$ cat config.mk
export PLATFORM = sky130hd
export DESIGN_NAME = rgb_pwm_sequencer_flat
export DESIGN_NICKNAME = d
export VERILOG_FILES = /design/src/rtl/rgb_pwm_sequencer_pkg.sv /design/src/rtl/rgb_pwm_sequencer_if.sv /design/src/rtl/rgb_pwm_sequencer_channel.sv /design/src/rtl/rgb_pwm_sequencer.sv /design/src/flat_wrapper.sv
export SDC_FILE = /design/constraint.sdc
export NUM_CORES = 1
export LEC_CHECK = 0
export BUFFER_PORTS_ARGS = -buffer_cell sky130_fd_sc_hd__clkbuf_2
export CORE_MARGIN = 2
export CORE_UTILIZATION = 45
export DETAILED_ROUTE_END_ITERATION = 6
export SETUP_SLACK_MARGIN = 0.3
export SLEW_MARGIN = 20
export SYNTH_ARGS = -nofsm -noshare
export SYNTH_HDL_FRONTEND = slang
export SYNTH_SLANG_ARGS = --single-unit
$ cat constraint.sdc
create_clock -name clk -period 19.6 [get_ports clk]
set_clock_uncertainty 0.15 [all_clocks]
set_input_delay 0 -clock clk [delete_from_list [all_inputs] [get_ports clk]]
set_output_delay 0 -clock clk [all_outputs]
set_load 0.05 [all_outputs]
$ cat src/rtl/rgb_pwm_sequencer_pkg.sv
// Shared constants for the RGB PWM sequencer: mode codes, breathe FSM states
// and a width helper that never returns zero.
package rgb_pwm_pkg;

  localparam logic [1:0] MODE_STATIC  = 2'd0;
  localparam logic [1:0] MODE_STEP    = 2'd1;
  localparam logic [1:0] MODE_BREATHE = 2'd2;
  localparam logic [1:0] MODE_OFF     = 2'd3;

  typedef enum logic {
    BR_UP   = 1'b0,
    BR_DOWN = 1'b1
  } br_state_t;

  function automatic int clog2_min1(input int n);
    return (n > 1) ? $clog2(n) : 1;
  endfunction

endpackage

$ cat src/rtl/rgb_pwm_sequencer_if.sv
// Control/status bundle between a host and the PWM sequencer.
interface rgb_pwm_sequencer_if
  import rgb_pwm_pkg::*;
#(
  parameter int CHANNELS = 3,
  parameter int PWM_BITS = 8
);
  localparam int SEL_W = clog2_min1(CHANNELS);

  logic [1:0]          mode;
  logic                duty_wr;
  logic [SEL_W-1:0]    duty_sel;
  logic [PWM_BITS-1:0] duty_data;
  logic [CHANNELS-1:0] pwm_out;
  logic [CHANNELS-1:0] colour_idx;
  logic                frame_tick;

  modport master (
    output mode, duty_wr, duty_sel, duty_data,
    input  pwm_out, colour_idx, frame_tick
  );

  modport slave (
    input  mode, duty_wr, duty_sel, duty_data,
    output pwm_out, colour_idx, frame_tick
  );
endinterface

$ cat src/rtl/rgb_pwm_sequencer_channel.sv
// One PWM output: duty register, boundary-latched shadow and registered compare.
// o_duty forwards a same-cycle write so the shadow can capture it at a boundary.
module pwm_channel #(
  parameter int PWM_BITS = 8
) (
  input  logic                clk,
  input  logic                rst,
  input  logic                i_wr,
  input  logic [PWM_BITS-1:0] i_data,
  input  logic [PWM_BITS-1:0] i_duty_eff,
  input  logic [PWM_BITS-1:0] i_pwm_cnt,
  input  logic                i_boundary,
  input  logic                i_force_off,
  output logic [PWM_BITS-1:0] o_duty,
  output logic                o_pwm
);
  logic [PWM_BITS-1:0] r_duty;
  logic [PWM_BITS-1:0] r_shadow;
  logic                r_pwm;

  assign o_duty = i_wr ? i_data : r_duty;
  assign o_pwm  = r_pwm;

  always_ff @(posedge clk or posedge rst) begin
    if (rst) begin
      r_duty   <= '0;
      r_shadow <= '0;
      r_pwm    <= 1'b0;
    end else begin
      if (i_wr)
        r_duty <= i_data;
      if (i_boundary)
        r_shadow <= i_duty_eff;
      r_pwm <= !i_force_off && (i_pwm_cnt < r_shadow);
    end
  end
endmodule

$ cat src/rtl/rgb_pwm_sequencer.sv
// N-channel PWM LED sequencer: shared timebase, colour stepper and breathe
// envelope feeding one pwm_channel per output.
module rgb_pwm_sequencer
  import rgb_pwm_pkg::*;
#(
  parameter int CHANNELS    = 3,
  parameter int PWM_BITS    = 8,
  parameter int PRESCALE    = 16,
  parameter int STEP_FRAMES = 244
) (
  input  logic               clk,
  input  logic               rst,
  rgb_pwm_sequencer_if.slave bus
);
  localparam int SEL_W   = clog2_min1(CHANNELS);
  localparam int PRE_W   = clog2_min1(PRESCALE);
  localparam int FRAME_W = clog2_min1(STEP_FRAMES);
  localparam logic [PWM_BITS-1:0] LVL_PRE_TOP = ~PWM_BITS'(1);

  logic [PRE_W-1:0]    r_pre_cnt;
  logic [PWM_BITS-1:0] r_pwm_cnt;
  logic [FRAME_W-1:0]  r_frame_cnt;
  logic [CHANNELS-1:0] r_colour;
  logic [1:0]          r_mode_act;
  logic                r_frame_tick;
  br_state_t           r_br_state;
  br_state_t           w_br_next;
  logic [PWM_BITS-1:0] r_level;
  logic [PWM_BITS-1:0] w_level_next;
  logic [CHANNELS-1:0] w_colour_next;
  logic [CHANNELS-1:0] w_pwm;
  logic                w_tick;
  logic                w_boundary;
  logic                w_step_evt;
  logic                w_force_off;

  assign w_tick        = (r_pre_cnt == PRE_W'(PRESCALE - 1));
  assign w_boundary    = w_tick && (&r_pwm_cnt);
  assign w_step_evt    = w_boundary && (r_frame_cnt == FRAME_W'(STEP_FRAMES - 1));
  assign w_colour_next = w_step_evt ? r_colour + 1'b1 : r_colour;
  // OFF acts immediately on entry but is only released at a boundary.
  assign w_force_off   = (bus.mode == MODE_OFF) || (r_mode_act == MODE_OFF);

  always_ff @(posedge clk or posedge rst) begin
    if (rst) begin
      r_pre_cnt    <= '0;
      r_pwm_cnt    <= '0;
      r_frame_cnt  <= '0;
      r_colour     <= '0;
      r_mode_act   <= MODE_STATIC;
      r_frame_tick <= 1'b0;
    end else begin
      r_pre_cnt <= w_tick ? '0 : r_pre_cnt + 1'b1;
      if (w_tick)
        r_pwm_cnt <= r_pwm_cnt + 1'b1;
      if (w_boundary) begin
        r_frame_cnt <= w_step_evt ? '0 : r_frame_cnt + 1'b1;
        r_mode_act  <= bus.mode;
      end
      r_colour     <= w_colour_next;
      r_frame_tick <= w_boundary;
    end
  end

  always_ff @(posedge clk or posedge rst) begin
    if (rst) begin
      r_br_state <= BR_UP;
      r_level    <= '0;
    end else begin
      r_br_state <= w_br_next;
      r_level    <= w_level_next;
    end
  end

  // Turn in the same step that reaches the end value, so 0 and max occur once.
  always_comb begin
    w_br_next = r_br_state;
    if (w_step_evt) begin
      case (r_br_state)
        BR_UP:   if (r_level == LVL_PRE_TOP)  w_br_next = BR_DOWN;
        BR_DOWN: if (r_level == PWM_BITS'(1)) w_br_next = BR_UP;
      endcase
    end
  end

  always_comb begin
    w_level_next = r_level;
    if (w_step_evt)
      w_level_next = (r_br_state == BR_UP) ? r_level + 1'b1 : r_level - 1'b1;
  end

  for (genvar gi = 0; gi < CHANNELS; gi++) begin : g_ch
    logic [PWM_BITS-1:0]   w_duty;
    logic [PWM_BITS-1:0]   w_eff;
    logic [2*PWM_BITS-1:0] w_prod;

    // Shadow sees the mode, colour and level that take effect this boundary.
    assign w_prod = {{PWM_BITS{1'b0}}, w_duty} * {{PWM_BITS{1'b0}}, w_level_next};

    always_comb begin
      w_eff = w_duty;
      case (bus.mode)
        MODE_STEP:    w_eff = w_colour_next[gi] ? w_duty : '0;
        MODE_BREATHE: w_eff = w_prod[2*PWM_BITS-1:PWM_BITS];
        default:      w_eff = w_duty;
      endcase
    end

    pwm_channel #(.PWM_BITS(PWM_BITS)) u_ch (
      .clk         (clk),
      .rst         (rst),
      .i_wr        (bus.duty_wr && (bus.duty_sel == SEL_W'(gi))),
      .i_data      (bus.duty_data),
      .i_duty_eff  (w_eff),
      .i_pwm_cnt   (r_pwm_cnt),
      .i_boundary  (w_boundary),
      .i_force_off (w_force_off),
      .o_duty      (w_duty),
      .o_pwm       (w_pwm[gi])
    );
  end

  assign bus.pwm_out    = w_pwm;
  assign bus.colour_idx = r_colour;
  assign bus.frame_tick = r_frame_tick;
endmodule

$ cat src/flat_wrapper.sv
// flat-port wrapper written by rule: the top's interface ports become plain ports
module rgb_pwm_sequencer_flat import rgb_pwm_pkg::*;
#(
  parameter int CHANNELS    = 3,
  parameter int PWM_BITS    = 8,
  parameter int PRESCALE    = 16,
  parameter int STEP_FRAMES = 244
)
  (clk, rst, bus_mode, bus_duty_wr, bus_duty_sel, bus_duty_data, bus_pwm_out, bus_colour_idx, bus_frame_tick);
  rgb_pwm_sequencer_if #(.CHANNELS(CHANNELS), .PWM_BITS(PWM_BITS)) bus_i ();
  input  logic clk;
  input  logic rst;
  input wire logic [$bits(bus_i.mode)-1:0] bus_mode;
  input wire logic [$bits(bus_i.duty_wr)-1:0] bus_duty_wr;
  input wire logic [$bits(bus_i.duty_sel)-1:0] bus_duty_sel;
  input wire logic [$bits(bus_i.duty_data)-1:0] bus_duty_data;
  output wire logic [$bits(bus_i.pwm_out)-1:0] bus_pwm_out;
  output wire logic [$bits(bus_i.colour_idx)-1:0] bus_colour_idx;
  output wire logic [$bits(bus_i.frame_tick)-1:0] bus_frame_tick;
  assign bus_i.mode = bus_mode;
  assign bus_i.duty_wr = bus_duty_wr;
  assign bus_i.duty_sel = bus_duty_sel;
  assign bus_i.duty_data = bus_duty_data;
  assign bus_pwm_out = bus_i.pwm_out;
  assign bus_colour_idx = bus_i.colour_idx;
  assign bus_frame_tick = bus_i.frame_tick;
  rgb_pwm_sequencer #(.CHANNELS(CHANNELS), .PWM_BITS(PWM_BITS), .PRESCALE(PRESCALE), .STEP_FRAMES(STEP_FRAMES)) u_core (.clk(clk), .rst(rst), .bus(bus_i));
endmodule
# [Word level (Yosys, flattened, before mapping)]
# Index checks and enable logic that the tools add are counted.
[totals] regBits=86 input_bits=15
[op_classes] bitwise_logic=1 n_eq_ne=10 n_addsub=6 n_lt_le_gt_ge=3 mul=3 muxes=17 reduce_logical=12
[ops] operator="$mux 8" count=9
[ops] operator="$mul 8x8->16" count=3
[ops] operator="$pmux 8 s2" count=3
[ops] operator="$add 8x1->8 const B" count=3
[ops] operator="$lt 8x8->1" count=3
[ops] operator="$eq 8x8->1 const B" count=2
[ops] operator="$eq 2x2->1 const B" count=4
[ops] operator="$eq 8x1->1 const B" count=1
[ops] operator="$logic_and 1x1->1" count=8
[ops] operator="$reduce_and 8->1" count=1
[ops] operator="$sub 8x1->8 const B" count=1
[ops] operator="$add 4x1->4 const B" count=1
[ops] operator="$eq 2x1->1 const B" count=2
[ops] operator="$eq 4x4->1 const B" count=1
[ops] operator="$mux 4" count=1
[ops] operator="$add 3x1->3 const B" count=1
[ops] operator="$mux 3" count=1
[ops] operator="$logic_not 2->1" count=1
[ops] operator="$mux 1" count=2
[ops] operator="$pmux 1 s2" count=1
[ops] operator="$logic_not 1->1" count=1
[ops] operator="$logic_or 1x1->1" count=1
[ops] operator="$not 1->1" count=1

# [Logic depth before layout (Yosys ltp)]
[depth] word_depth=6 mapped_depth=27 mapped_depth_nobuf=24

# [By module]
# From an unflattened synthesis, not the netlist that was laid out.
[unflattened] cells_unflattened=1106 area_unflattened_um2=10252.3
[modules_own_cells] module="rgb_pwm_sequencer" instances=1 area_per_inst_um2=7891.3 cells_per_inst=902
[modules_own_cells] module="pwm_channel" instances=3 area_per_inst_um2=787.0 cells_per_inst=68

# [Least setup slack after synthesis]
# Ideal clock, no wire load.
[synth_timing] kind="flip-flop to flip-flop" startpoint="register u_core.r_pre_cnt[0]" endpoint="register u_core.g_ch[2].u_ch.r_shadow[5]" t_arrival_ps=6179 path_stages_with_launch=22 period_less_slack_ps=6455 setup_slack_ps=13145 setup_ps=126 path_cell_list="dfrtp_1 > ha_1 > nand3_2 > or3_1 > buf_6 > nor2_2 > o21ai_0 > xor2_1 > clkinv_1 > nand2_1 > fa_1 > fa_1 > inv_1 > fa_1 > fa_1 > ha_1 > nand2_1 > o21ai_0 > a221oi_1 > a311oi_2 > o211ai_1 > a221o_1"
[synth_via] elab_chain_cells=6
[synth_rtl] element="from (decl)" line="rgb_pwm_sequencer.sv:20" text="logic [PRE_W-1:0] r_pre_cnt;"
[synth_rtl] element="from (signal assigned)" line="rgb_pwm_sequencer.sv:53" text="r_pre_cnt <= w_tick ? '0 : r_pre_cnt + 1'b1;"
[synth_rtl] element="$eq 4x4->1" line="rgb_pwm_sequencer.sv:37" text="assign w_tick = (r_pre_cnt == PRE_W'(PRESCALE - 1));"
[synth_rtl] element="$logic_and 1x1->1" line="rgb_pwm_sequencer.sv:38" text="assign w_boundary = w_tick && (&r_pwm_cnt);"
[synth_rtl] element="$logic_and 1x1->1" line="rgb_pwm_sequencer.sv:39" text="assign w_step_evt = w_boundary && (r_frame_cnt == FRAME_W'(STEP_FRAMES - 1));"
[synth_rtl] element="$mux 8" line="rgb_pwm_sequencer.sv:88" text="if (w_step_evt)"
[synth_rtl] element="via u_core.w_level_next[7]" line="rgb_pwm_sequencer.sv:29" text="logic [PWM_BITS-1:0] w_level_next;"
[synth_rtl] element="$mul 8x8->16" line="rgb_pwm_sequencer.sv:98" text="assign w_prod = {{PWM_BITS{1'b0}}, w_duty} * {{PWM_BITS{1'b0}}, w_level_next};"
[synth_rtl] element="$pmux 8 s2" line="rgb_pwm_sequencer.sv:102" text="case (bus.mode)"
[synth_rtl] element="to (signal assigned)" line="rgb_pwm_sequencer_channel.sv:33" text="r_shadow <= i_duty_eff;"
[synth_rtl] element="to (decl)" line="rgb_pwm_sequencer_channel.sv:18" text="logic [PWM_BITS-1:0] r_shadow;"
# The timed path passes the listed nets, and every way through them passes these cells.
# A chain may end at the register's enable or synchronous reset.

# [Worst setup path after layout]
# Ends and elaborated chain as after synthesis.

==> results.sh <==
export IMPL_run_status="finished, final reports clean"
export IMPL_multi_input_area_mm2=0.00753
export IMPL_clock_sinks=86
export IMPL_worstPathMaxFanout=43
export IMPL_gp_congestion=0.881
export IMPL_clk_pin_slew_ns=0.07
export IMPL_insertion_delay_ns=0.36
export IMPL_required_ns=19.70
export IMPL_p_per_area_mw_per_mm2=38.0
export IMPL_min_path_type="input pin to register"
export IMPL_grt_pass1_vias=8718
export IMPL_min_period_over_period=0.383
export IMPL_diodes=0
export IMPL_synth_common_cells="inv_1 (217), nor2_1 (179), ha_1 (131)"
export IMPL_worstSetupPathType="register to register"
export IMPL_final_area_mm2=0.0115
export IMPL_hold_violations=0
export IMPL_timing_fmax_ghz=0.133
export IMPL_finalSetupTns_ns=0
export IMPL_path_cells="ha_1, nand3_2, or3_1, buf_4, nor2_2, o21ai_0, xor2_1, buf_4, clkinv_1, nand2_1, fa_1, fa_1, inv_1, fa_1, fa_1, ha_1, nand2_1, o21ai_0, a221oi_1, a311oi_2, o211ai_1, a221o_1"
export IMPL_io_pins=22
export IMPL_dpl_hpwl_mm=22.5
export IMPL_synth_edf_count=0
export IMPL_rsz0062_at_grt="no"
export IMPL_synth_seq_cells=86
export IMPL_gr_usage_met1=0.359
export IMPL_initial_utilization=0.456
export IMPL_port_buffers=21
export IMPL_async_reset_ff_frac=1.00
export IMPL_htreeDepth=3
export IMPL_dr_pass1_iters=5
export IMPL_synth_area_per_cell_um2=8.45
export IMPL_cts_tree="done"
export IMPL_viasPerCell=5.41
export IMPL_cts_repair_resized=0
export IMPL_slew_violations=0
export IMPL_yosys_top_cells_area="dfrtp_1 (20%), fa_1 (20%), ha_1 (15%), inv_1 (7.6%), nor2_1 (6.3%)"
export IMPL_end_kind="register"
export IMPL_core_area_mm2=0.0234
export IMPL_post_place_ws_ns=12.21
export IMPL_cpMostUsedCell="fa_1"
export IMPL_drc_errors=0
export IMPL_gr_usage_met3=0.0394
export IMPL_antenna_found_initial=0
export IMPL_cts_buffers=9
export IMPL_crit_buf_inv=4
export IMPL_grt_max_degree=63
export IMPL_peakVddDrop_uv=35.4
export IMPL_drv_cap=0
export IMPL_synth_fp_nets=1514
export IMPL_grtUsageTotal=0.243
export IMPL_min_period_ns=7.50
export IMPL_critPathArrivalTime_ns=7.59
export IMPL_cts_root_buf="clkbuf_16"
export IMPL_die_width_um=158
export IMPL_slew_headroom=0.280
export IMPL_synthCells=1263
export IMPL_synth_most_common_cell="inv_1"
export IMPL_wl_per_cell_um=17.7
export IMPL_grt_pass1_wl_mm=47.0
export IMPL_power_leakage_uw=0.00594
export IMPL_final_cells=1595
export IMPL_seq_area_mm2=0.00215
export IMPL_core_rowCount=56
export IMPL_syn_to_final_growth_pct=7.45
export IMPL_wirelength_mm=28.2
export IMPL_dr_first_iter_drc_count=659
export IMPL_cpMaxStageDelayCell="fa_1"
export IMPL_drive_gt1_frac=0.0627
export IMPL_synthFlopType="dfrtp_1"
export IMPL_die_h_um=158
export IMPL_grt_overflow_total=0
export IMPL_finalWorstSetupSlack_ns=12.10
export IMPL_yosysWarnings=0
export IMPL_top_usage_layer="met2"
export IMPL_num_fill_cells=2330
export IMPL_crit_family="adder cells"
export IMPL_fin_nets=1522
export IMPL_grt_use_met2=0.376
export IMPL_synth_seq_area_share=0.202
export IMPL_cts_max_path_buffers=2
export IMPL_yosys_area_top_type="dfrtp_1"
export IMPL_die_area_mm2=0.0250
export IMPL_dp_cells=1576
export IMPL_tightest_slew_ns=1.05
export IMPL_vias=8623
export IMPL_syn_area_mm2=0.0107
export IMPL_postRouteAntennaNets=0
export IMPL_placed_area_mm2=0.0111
export IMPL_setup_viol=0
export IMPL_cpPeakStageDelay_ns=0.55
export IMPL_synth_cell_type_count=73
export IMPL_start_kind="register"
export IMPL_yosysTopAreaCellShare=0.202
-- cell usage in the layout (no fill, tap or decap), types with 28 or more instances in the layout --
cell	n
nand2_1	100
inv_1	216
nor2_1	179
o21ai_0	58
mux2i_1	28
nand3_1	36
ha_1	131
a21oi_1	56
fa_1	105
dfrtp_1	86
-- worst min-delay path, cell delays in order --
cell and delay [ns]:
clkbuf_2 0.13, mux2i_1 0.08, buf_4 0.18, inv_1 0.08
-- worst paths after layout --
path                                  startpoint  cells after the start  slack (ns)                               to
min                             bus_duty_data[4]                      4       0.005    u_core.g_ch[2].u_ch.r_duty[4]
min in group asynchronous                    rst                      3        0.02              u_core.r_pwm_cnt[7]
max                          u_core.r_pre_cnt[0]                     22       12.10  u_core.g_ch[2].u_ch.r_shadow[5]
max in group asynchronous                    rst                      4       18.09    u_core.g_ch[1].u_ch.r_duty[4]
max reg2reg                  u_core.r_pre_cnt[0]                     22       12.10  u_core.g_ch[2].u_ch.r_shadow[5]
min reg2reg                u_core.r_frame_cnt[1]                      2        0.34            u_core.r_frame_cnt[1]
-- stage by stage --
step | total power (uW) | utilization | hold slack [ns]
floorplan | 230 | - | 0.0194
global placement | 264 | 0.476 | -0.145
detailed placement | 264 | 0.476 | -0.139
CTS | 438 | 0.490 | 0.0219
global route | 454 | 0.490 | 0.0378
finish | 435 | 0.490 | 0.00519
-- registers in the layout, summed over array words and instances, names as in the netlist --
register	count
u_core.g_ch.u_ch.r_shadow	24
u_core.r_br_state	1
u_core.g_ch.u_ch.r_duty	24
u_core.r_mode_act	2
u_core.r_level	8
u_core.bus.colour_idx	3
u_core.r_pre_cnt	4
u_core.r_pwm_cnt	8
u_core.g_ch.u_ch.o_pwm	3
u_core.r_frame_cnt	8
u_core.bus.frame_tick	1
-- cells by family (layout without fill, tap and decap cells) --
kind of cell,after synthesis,in the layout,share of synthesized area
compound gates,199,199,0.118
xor+xnor,38,38,0.0319
fa+ha+maj,236,236,0.351
buf+inv,262,275,0.0949
flops,86,86,0.202
mux,30,30,0.0283
simple gates,412,412,0.175
-- where the power goes --
part	switching [uW]	total, uW	internal (uW)
clock	82.0	174	91.6
combinational	55.9	70.4	14.5
sequential	3.67	191	188
-- area by class of cell --
class / instances / share of cell area
multi-input combinational: 915 / 0.657
sequential: 86 / 0.188
inverter: 219 / 0.0723
tap: 319 / 0.0348
timing repair buffer: 40 / 0.0223
clock buffer: 10 / 0.0209
clock inverter: 6 / 0.00469
-- per-layer routing --
metal	up-vias	wire [um]
li1	4149	-
met1	4218	13600
met2	228	12500
met3	28	1660
met4	0	460
met5	-	0
-- what timing repair did --
| item | CTS | global route |
|---|---|---|
| buffers inserted | 0 | 0 |
| endpoints found under the setup margin | 0 | 0 |
| hold endpoints to repair | 26 | 0 |
| hold buffers | 3 | 0 |
Note: power is estimated with default switching activity, not from simulation.
